==> config.mk <==
export PLATFORM = sky130hd
export DESIGN_NAME = ysyx_23060203_div
export DESIGN_NICKNAME = d
export VERILOG_FILES = /design/src/rtl/ysyx_23060203_div_pkg.sv /design/src/rtl/ysyx_23060203_div_step.sv /design/src/rtl/ysyx_23060203_div.sv
export SDC_FILE = /design/constraint.sdc
export NUM_CORES = 1
export LEC_CHECK = 0
export BUFFER_PORTS_ARGS = -buffer_cell sky130_fd_sc_hd__buf_2
export CORE_ASPECT_RATIO = 0.8
export CORE_MARGIN = 1.5
export CORE_UTILIZATION = 50
export DETAILED_ROUTE_END_ITERATION = 10
export GPL_TIMING_DRIVEN = 0
export PLACE_DENSITY = 0.73
export SYNTH_ARGS = -nofsm -noshare
export SYNTH_HDL_FRONTEND = slang
export SYNTH_SLANG_ARGS = --single-unit
==> constraint.sdc <==
create_clock -name clock -period 5.13 [get_ports clock]
set_input_delay 0.2565 -clock clock [delete_from_list [all_inputs] [get_ports clock]]
set_output_delay 0.2565 -clock clock [all_outputs]
set_load 0.02 [all_outputs]
==> src/rtl/ysyx_23060203_div_pkg.sv <==
// Shared execute-stage definitions: ALU op codes, divide funct encodings,
// divider FSM states and a small conditional-negate helper.
package ysyx_23060203_div_pkg;

   localparam int XLEN = 32;

   localparam logic [3:0] ALU_ADD  = 4'd0;
   localparam logic [3:0] ALU_SUB  = 4'd1;
   localparam logic [3:0] ALU_AND  = 4'd2;
   localparam logic [3:0] ALU_OR   = 4'd3;
   localparam logic [3:0] ALU_XOR  = 4'd4;
   localparam logic [3:0] ALU_SLL  = 4'd5;
   localparam logic [3:0] ALU_SRL  = 4'd6;
   localparam logic [3:0] ALU_SRA  = 4'd7;
   localparam logic [3:0] ALU_SLT  = 4'd8;
   localparam logic [3:0] ALU_SLTU = 4'd9;

   // Bit 1 selects remainder, bit 0 selects unsigned.
   localparam logic [1:0] DIV_DIV  = 2'b00;
   localparam logic [1:0] DIV_DIVU = 2'b01;
   localparam logic [1:0] DIV_REM  = 2'b10;
   localparam logic [1:0] DIV_REMU = 2'b11;

   typedef enum logic [1:0] {
      S_IDLE = 2'd0,
      S_CALC = 2'd1,
      S_DONE = 2'd2
   } divState_e;

   function automatic logic [XLEN-1:0] condNeg(input logic [XLEN-1:0] value, input logic neg);
      return neg ? (~value + 32'd1) : value;
   endfunction

endpackage

==> src/rtl/ysyx_23060203_div_step.sv <==
// One combinational restoring-division iteration on magnitudes.
module ysyx_23060203_DivStep
   import ysyx_23060203_div_pkg::*;
(
   input  logic [32:0]     rem_i,
   input  logic [XLEN-1:0] quo_i,
   input  logic [XLEN-1:0] divisor_i,
   output logic [32:0]     rem_o,
   output logic [XLEN-1:0] quo_o
);

   logic [33:0] shifted;
   logic [33:0] trial;
   logic        trialNonNeg;

   // Subtract one bit wider than the remainder so the sign bit is never ambiguous.
   always_comb begin
      shifted     = {rem_i, quo_i[XLEN-1]};
      trial       = shifted - {2'b00, divisor_i};
      trialNonNeg = ~trial[33];
      rem_o       = trialNonNeg ? trial[32:0] : shifted[32:0];
      quo_o       = {quo_i[XLEN-2:0], trialNonNeg};
   end

endmodule

==> src/rtl/ysyx_23060203_div.sv <==
// Iterative RV32M divider (DIV/DIVU/REM/REMU) with valid/ready handshakes,
// one restoring step per clock and early exit for divide-by-zero and overflow.
module ysyx_23060203_div
   import ysyx_23060203_div_pkg::*;
(
   input  logic            clock,
   input  logic            reset,
   input  logic            in_valid,
   output logic            in_ready,
   input  logic [XLEN-1:0] in_a,
   input  logic [XLEN-1:0] in_b,
   input  logic [1:0]      in_funct,
   input  logic            flush,
   output logic            out_valid,
   input  logic            out_ready,
   output logic [XLEN-1:0] out_val
);

   divState_e       state_q, state_d;
   logic [4:0]      count_q, count_d;
   logic [32:0]     rem_q, rem_d;
   logic [XLEN-1:0] quo_q, quo_d;
   logic [XLEN-1:0] divisor_q, divisor_d;
   logic [XLEN-1:0] outVal_q, outVal_d;
   logic            negQuo_q, negQuo_d;
   logic            negRem_q, negRem_d;
   logic            isRem_q, isRem_d;

   logic [32:0]     remStep;
   logic [XLEN-1:0] quoStep;
   logic            isSigned, divByZero, overflow;
   logic [XLEN-1:0] magA, magB;

   ysyx_23060203_DivStep u_step (
      .rem_i     (rem_q),
      .quo_i     (quo_q),
      .divisor_i (divisor_q),
      .rem_o     (remStep),
      .quo_o     (quoStep)
   );

   always_comb begin
      isSigned  = ~in_funct[0];
      magA      = condNeg(in_a, isSigned & in_a[XLEN-1]);
      magB      = condNeg(in_b, isSigned & in_b[XLEN-1]);
      divByZero = (in_b == '0);
      overflow  = isSigned && (in_a == 32'h8000_0000) && (in_b == 32'hFFFF_FFFF);
   end

   // Special cases resolve straight to DONE; everything else runs 32 CALC steps.
   always_comb begin
      state_d   = state_q;
      count_d   = count_q;
      rem_d     = rem_q;
      quo_d     = quo_q;
      divisor_d = divisor_q;
      outVal_d  = outVal_q;
      negQuo_d  = negQuo_q;
      negRem_d  = negRem_q;
      isRem_d   = isRem_q;
      if (flush) begin
         state_d = S_IDLE;
      end else begin
         case (state_q)
            S_IDLE: begin
               if (in_valid) begin
                  isRem_d = in_funct[1];
                  if (divByZero) begin
                     outVal_d = in_funct[1] ? in_a : 32'hFFFF_FFFF;
                     state_d  = S_DONE;
                  end else if (overflow) begin
                     outVal_d = in_funct[1] ? 32'h0000_0000 : 32'h8000_0000;
                     state_d  = S_DONE;
                  end else begin
                     rem_d     = '0;
                     quo_d     = magA;
                     divisor_d = magB;
                     negQuo_d  = isSigned & (in_a[XLEN-1] ^ in_b[XLEN-1]);
                     negRem_d  = isSigned & in_a[XLEN-1];
                     count_d   = '0;
                     state_d   = S_CALC;
                  end
               end
            end
            S_CALC: begin
               rem_d   = remStep;
               quo_d   = quoStep;
               count_d = count_q + 5'd1;
               if (count_q == 5'd31) begin
                  outVal_d = isRem_q
                     ? condNeg(remStep[XLEN-1:0], negRem_q && (remStep[XLEN-1:0] != '0))
                     : condNeg(quoStep, negQuo_q && (quoStep != '0));
                  state_d  = S_DONE;
               end
            end
            S_DONE: begin
               if (out_ready) state_d = S_IDLE;
            end
            default: state_d = S_IDLE;
         endcase
      end
   end

   always_ff @(posedge clock or posedge reset) begin
      if (reset) begin
         state_q   <= S_IDLE;
         count_q   <= '0;
         rem_q     <= '0;
         quo_q     <= '0;
         divisor_q <= '0;
         outVal_q  <= '0;
         negQuo_q  <= 1'b0;
         negRem_q  <= 1'b0;
         isRem_q   <= 1'b0;
      end else begin
         state_q   <= state_d;
         count_q   <= count_d;
         rem_q     <= rem_d;
         quo_q     <= quo_d;
         divisor_q <= divisor_d;
         outVal_q  <= outVal_d;
         negQuo_q  <= negQuo_d;
         negRem_q  <= negRem_d;
         isRem_q   <= isRem_d;
      end
   end

   assign in_ready  = (state_q == S_IDLE);
   assign out_valid = (state_q == S_DONE);
   assign out_val   = outVal_q;

endmodule
==> results.ini <==
[status]
status = completed

[power_and_ir_drop]
ir_worst_vdd_mv = 0.275
p_leak_nw = 5.58
p_per_area_nw_per_um2 = 557

[detailed_routing]
vias = 12500
first_pass_iters = 6
drt-initial-drc-count = 1770
routed_wl_um = 40700
drc = 0
viasPerCell = 6.45
drt-wirelength-per-cell_um = 21.0
detail-route-antenna-nets = 0

[timing]
relSlewSlack_pct = 39.2
fmax_mhz = 200
setup_viol_count_final = 0
drv_slew = 0
period_share_pct = 97.7
layout_setup_ws_ns = 0.118
fin_worst_skew_ns = 0.0114
period_minus_slack_ns = 5.01
finalHoldViolCount = 0
max_slew.worst_pin.slew_ns = 0.899

[hold_path]
min_path_type = in -> reg
holdPathEnd = divisor_q[1]
holdCritStartpoint = in_b[1]
min_path_cells = 3

[grt]
gr-usage-all-layers_pct = 32.7
overflow = 0
first_global_vias = 11300
grt_pass1_wl_um = 62300
grt_max_degree = 78
antenna_found_initial = 0

[synth]
syn_nets = 1586
yosysWarnings = 0
syn_area_um2 = 11700
ys_ff_latch = 139
synth_flop_cell = dfrtp_1
avgSynthCellArea_um2 = 7.94
async_flop_share_pct = 100
synth_top_cell_by_area = dfrtp_1
ys_seq_area_share_pct = 29.7
synth_top_area_share_pct = 29.7
synth.area.top_cells = dfrtp_1 (30%), o21ai_0 (8.4%), xnor2_1 (6.0%)
synth_edf_count = 0
synth_cells = 1476
synth.distinct_cells = 90

[placement]
place_area_um2 = 12700
dp_cells = 1887
gp_congestion = 0.957
place_ws_ns = -1.63
hpwl_um = 30800
portBuffers = 104

[clock_network]
clockRootBuffer = clkbuf_16
h-tree-depth = 4
cts.sinks = 139
cts.clk_slew.worst_paths_ns = 0.06
clockBufferDepth = 2
clk_latency_ns = 0.44
numCtsBuffers = 17
cts_tree = done

[critical_path]
max_stage_delay_ns = 0.44
reg2reg_from = rem_q[9]
path_class = reg -> reg
worstSetupEndpointType = register
required_ns = 5.42
rr_endpoint = out_val[9]
r2r_setup_slack_ns = 0.12
worstPathArrival_ns = 5.30
critPathMaxFanout = 7
rr_worst_depth = 23
cp_slowest_cell = ha_1
start_kind = register
path_cells = ha_1 -> and2_4 -> and3_4 -> o211ai_1 -> buf_4 -> a31oi_4 -> o21a_1 -> nor2_4 -> clkinv_4 -> buf_12 -> ha_2 -> nor2b_4 -> nand2_2 -> or2_4 -> or2_4 -> or3_4 -> o31a_1 -> buf_4 -> o41ai_1 -> xor2_1 -> o21ai_1 -> a21oi_2 -> o21ai_0

[layout]
final-instance-count-excl-fill = 1939
fin_nets = 1730
n_fill_cell = 2032
drive_above_1_share_pct = 15.9
most-common-layout-cells = o21ai_0 (190), nand2_1 (167), dfrtp_1 (136)
diodes = 0
fin_area_um2 = 13700
area_delta_synth_final_pct = 16.9
mostFrequentLayoutCell = o21ai_0

[die]
initial_utilization_pct = 51.5
die_x_um = 174
coreArea_um2 = 22700
die_h_um = 140
num_rows = 49
design.die.area_um2 = 24400
io_pins = 105

[run]
drv_cap = 0

## synthesized netlist by cell type, drive strengths merged, types with 10 or more instances
cell type / n
nor2: 106
dfrtp: 139
clkbuf: 73
inv: 59
nand2b: 11
nor2b: 10
ha: 38
nand4: 18
o31ai: 28
mux2i: 33
o41ai: 13
a21o: 15
nor4: 17
nand3: 19
and2: 13
xor2: 56
buf: 11
nor3: 55
a221o: 21
o21ai: 197
xnor2: 80
a21oi: 84
or3: 24
nand2: 168
a31oi: 32
o211ai: 19
## report_power, final
group / internal [mW] / switching [mW]
Combinational: 1.84 / 2.84
Sequential: 1.36 / 0.306
Clock: 0.747 / 0.538
## state kept, by name, summed over array words and instances, names as in the netlist, 2 cells and up
signal     cells
count_q        5
out_val       32
quo_q         32
rem_q         33
divisor_q     32
state_q        2
## critical path: cells and delay by family, from the launching register on
| family | cells | cell delay [ns] |
|---|---|---|
| XOR/XNOR | 1 | 0.18 |
| flip-flops | 1 | 0.43 |
| AO/OA/AOI/OAI | 8 | 1.41 |
| adder cells (fa/ha/maj) | 2 | 0.61 |
| AND/OR/NAND/NOR | 8 | 1.65 |
| buffers and inverters | 4 | 0.57 |
## layout make-up
| class | count | area [um^2] | area share, % |
|---|---|---|---|
| inverter | 60 | 235 | 1.72 |
| tap | 306 | 383 | 2.79 |
| clock buffer | 20 | 457 | 3.33 |
| clock inverter | 12 | 138 | 1.00 |
| buffer | 74 | 404 | 2.95 |
| timing repair buffer | 134 | 768 | 5.61 |
| sequential | 139 | 3480 | 25.4 |
| timing repair inverter | 1 | 5.00 | 0.0365 |
| multi-input combinational | 1193 | 7830 | 57.1 |
## routing by layer
metal  global-route usage (%)  up-vias  part of all wire, %  routed length, um
li1                         -     5703                    -                  -
met1                     48.2     5958                   43              17500
met2                     46.9      751                   42              17100
met3                     6.49       88                   12               4760
met4                     12.9        0                  3.2               1290
met5                        0        -                    0                  0
## how the worst max path moves through the flow
stage | startpoint | endpoint | slack (ns)
6_report | rem_q[9] | out_val[9] | 0.12
5_1_grt | rem_q[3] | out_val[7] | -0.02
4_1_cts | rem_q[3] | out_val[7] | 0.01
3_5_place_dp | rem_q[11] | out_val[12] | -1.63
3_3_place_gp | rem_q[11] | out_val[12] | -1.62
2_1_floorplan | rem_q[3] | out_val[23] | 0.01
## repair_timing
item,CTS,global route
hold endpoints to repair,62,0
setup endpoints to repair,30,26
gates cloned,1,1
gates resized for setup,47,22
hold buffers,1,0
buffers inserted,10,17
pin swaps,8,11
## stage by stage
stage	hold WS (ns)	util (%)	TNS, ns	power (mW)
detailed placement	0.383	55.7	-38.88	5.83
finish	0.126	60.2	0	7.63
global placement	0.462	55.5	-130.06	5.75
CTS	0.120	59.3	0	7.31
global route	0.139	60.2	-0.0677	8.06
floorplan	0.352	-	0	4.74
## logic make-up after synthesis
group	after synthesis	synth area share [%]
and+or+nand+nor	489	20.3
AOI/OAI and AO/OA	488	26.6
buffers and inverters	144	5.39
DFF	139	29.7
xor gates and xnor gates	136	10.2
muxes	41	3.59
adders and majority gates	39	4.23
No activity file was read; power rests on OpenSTA's default activity.
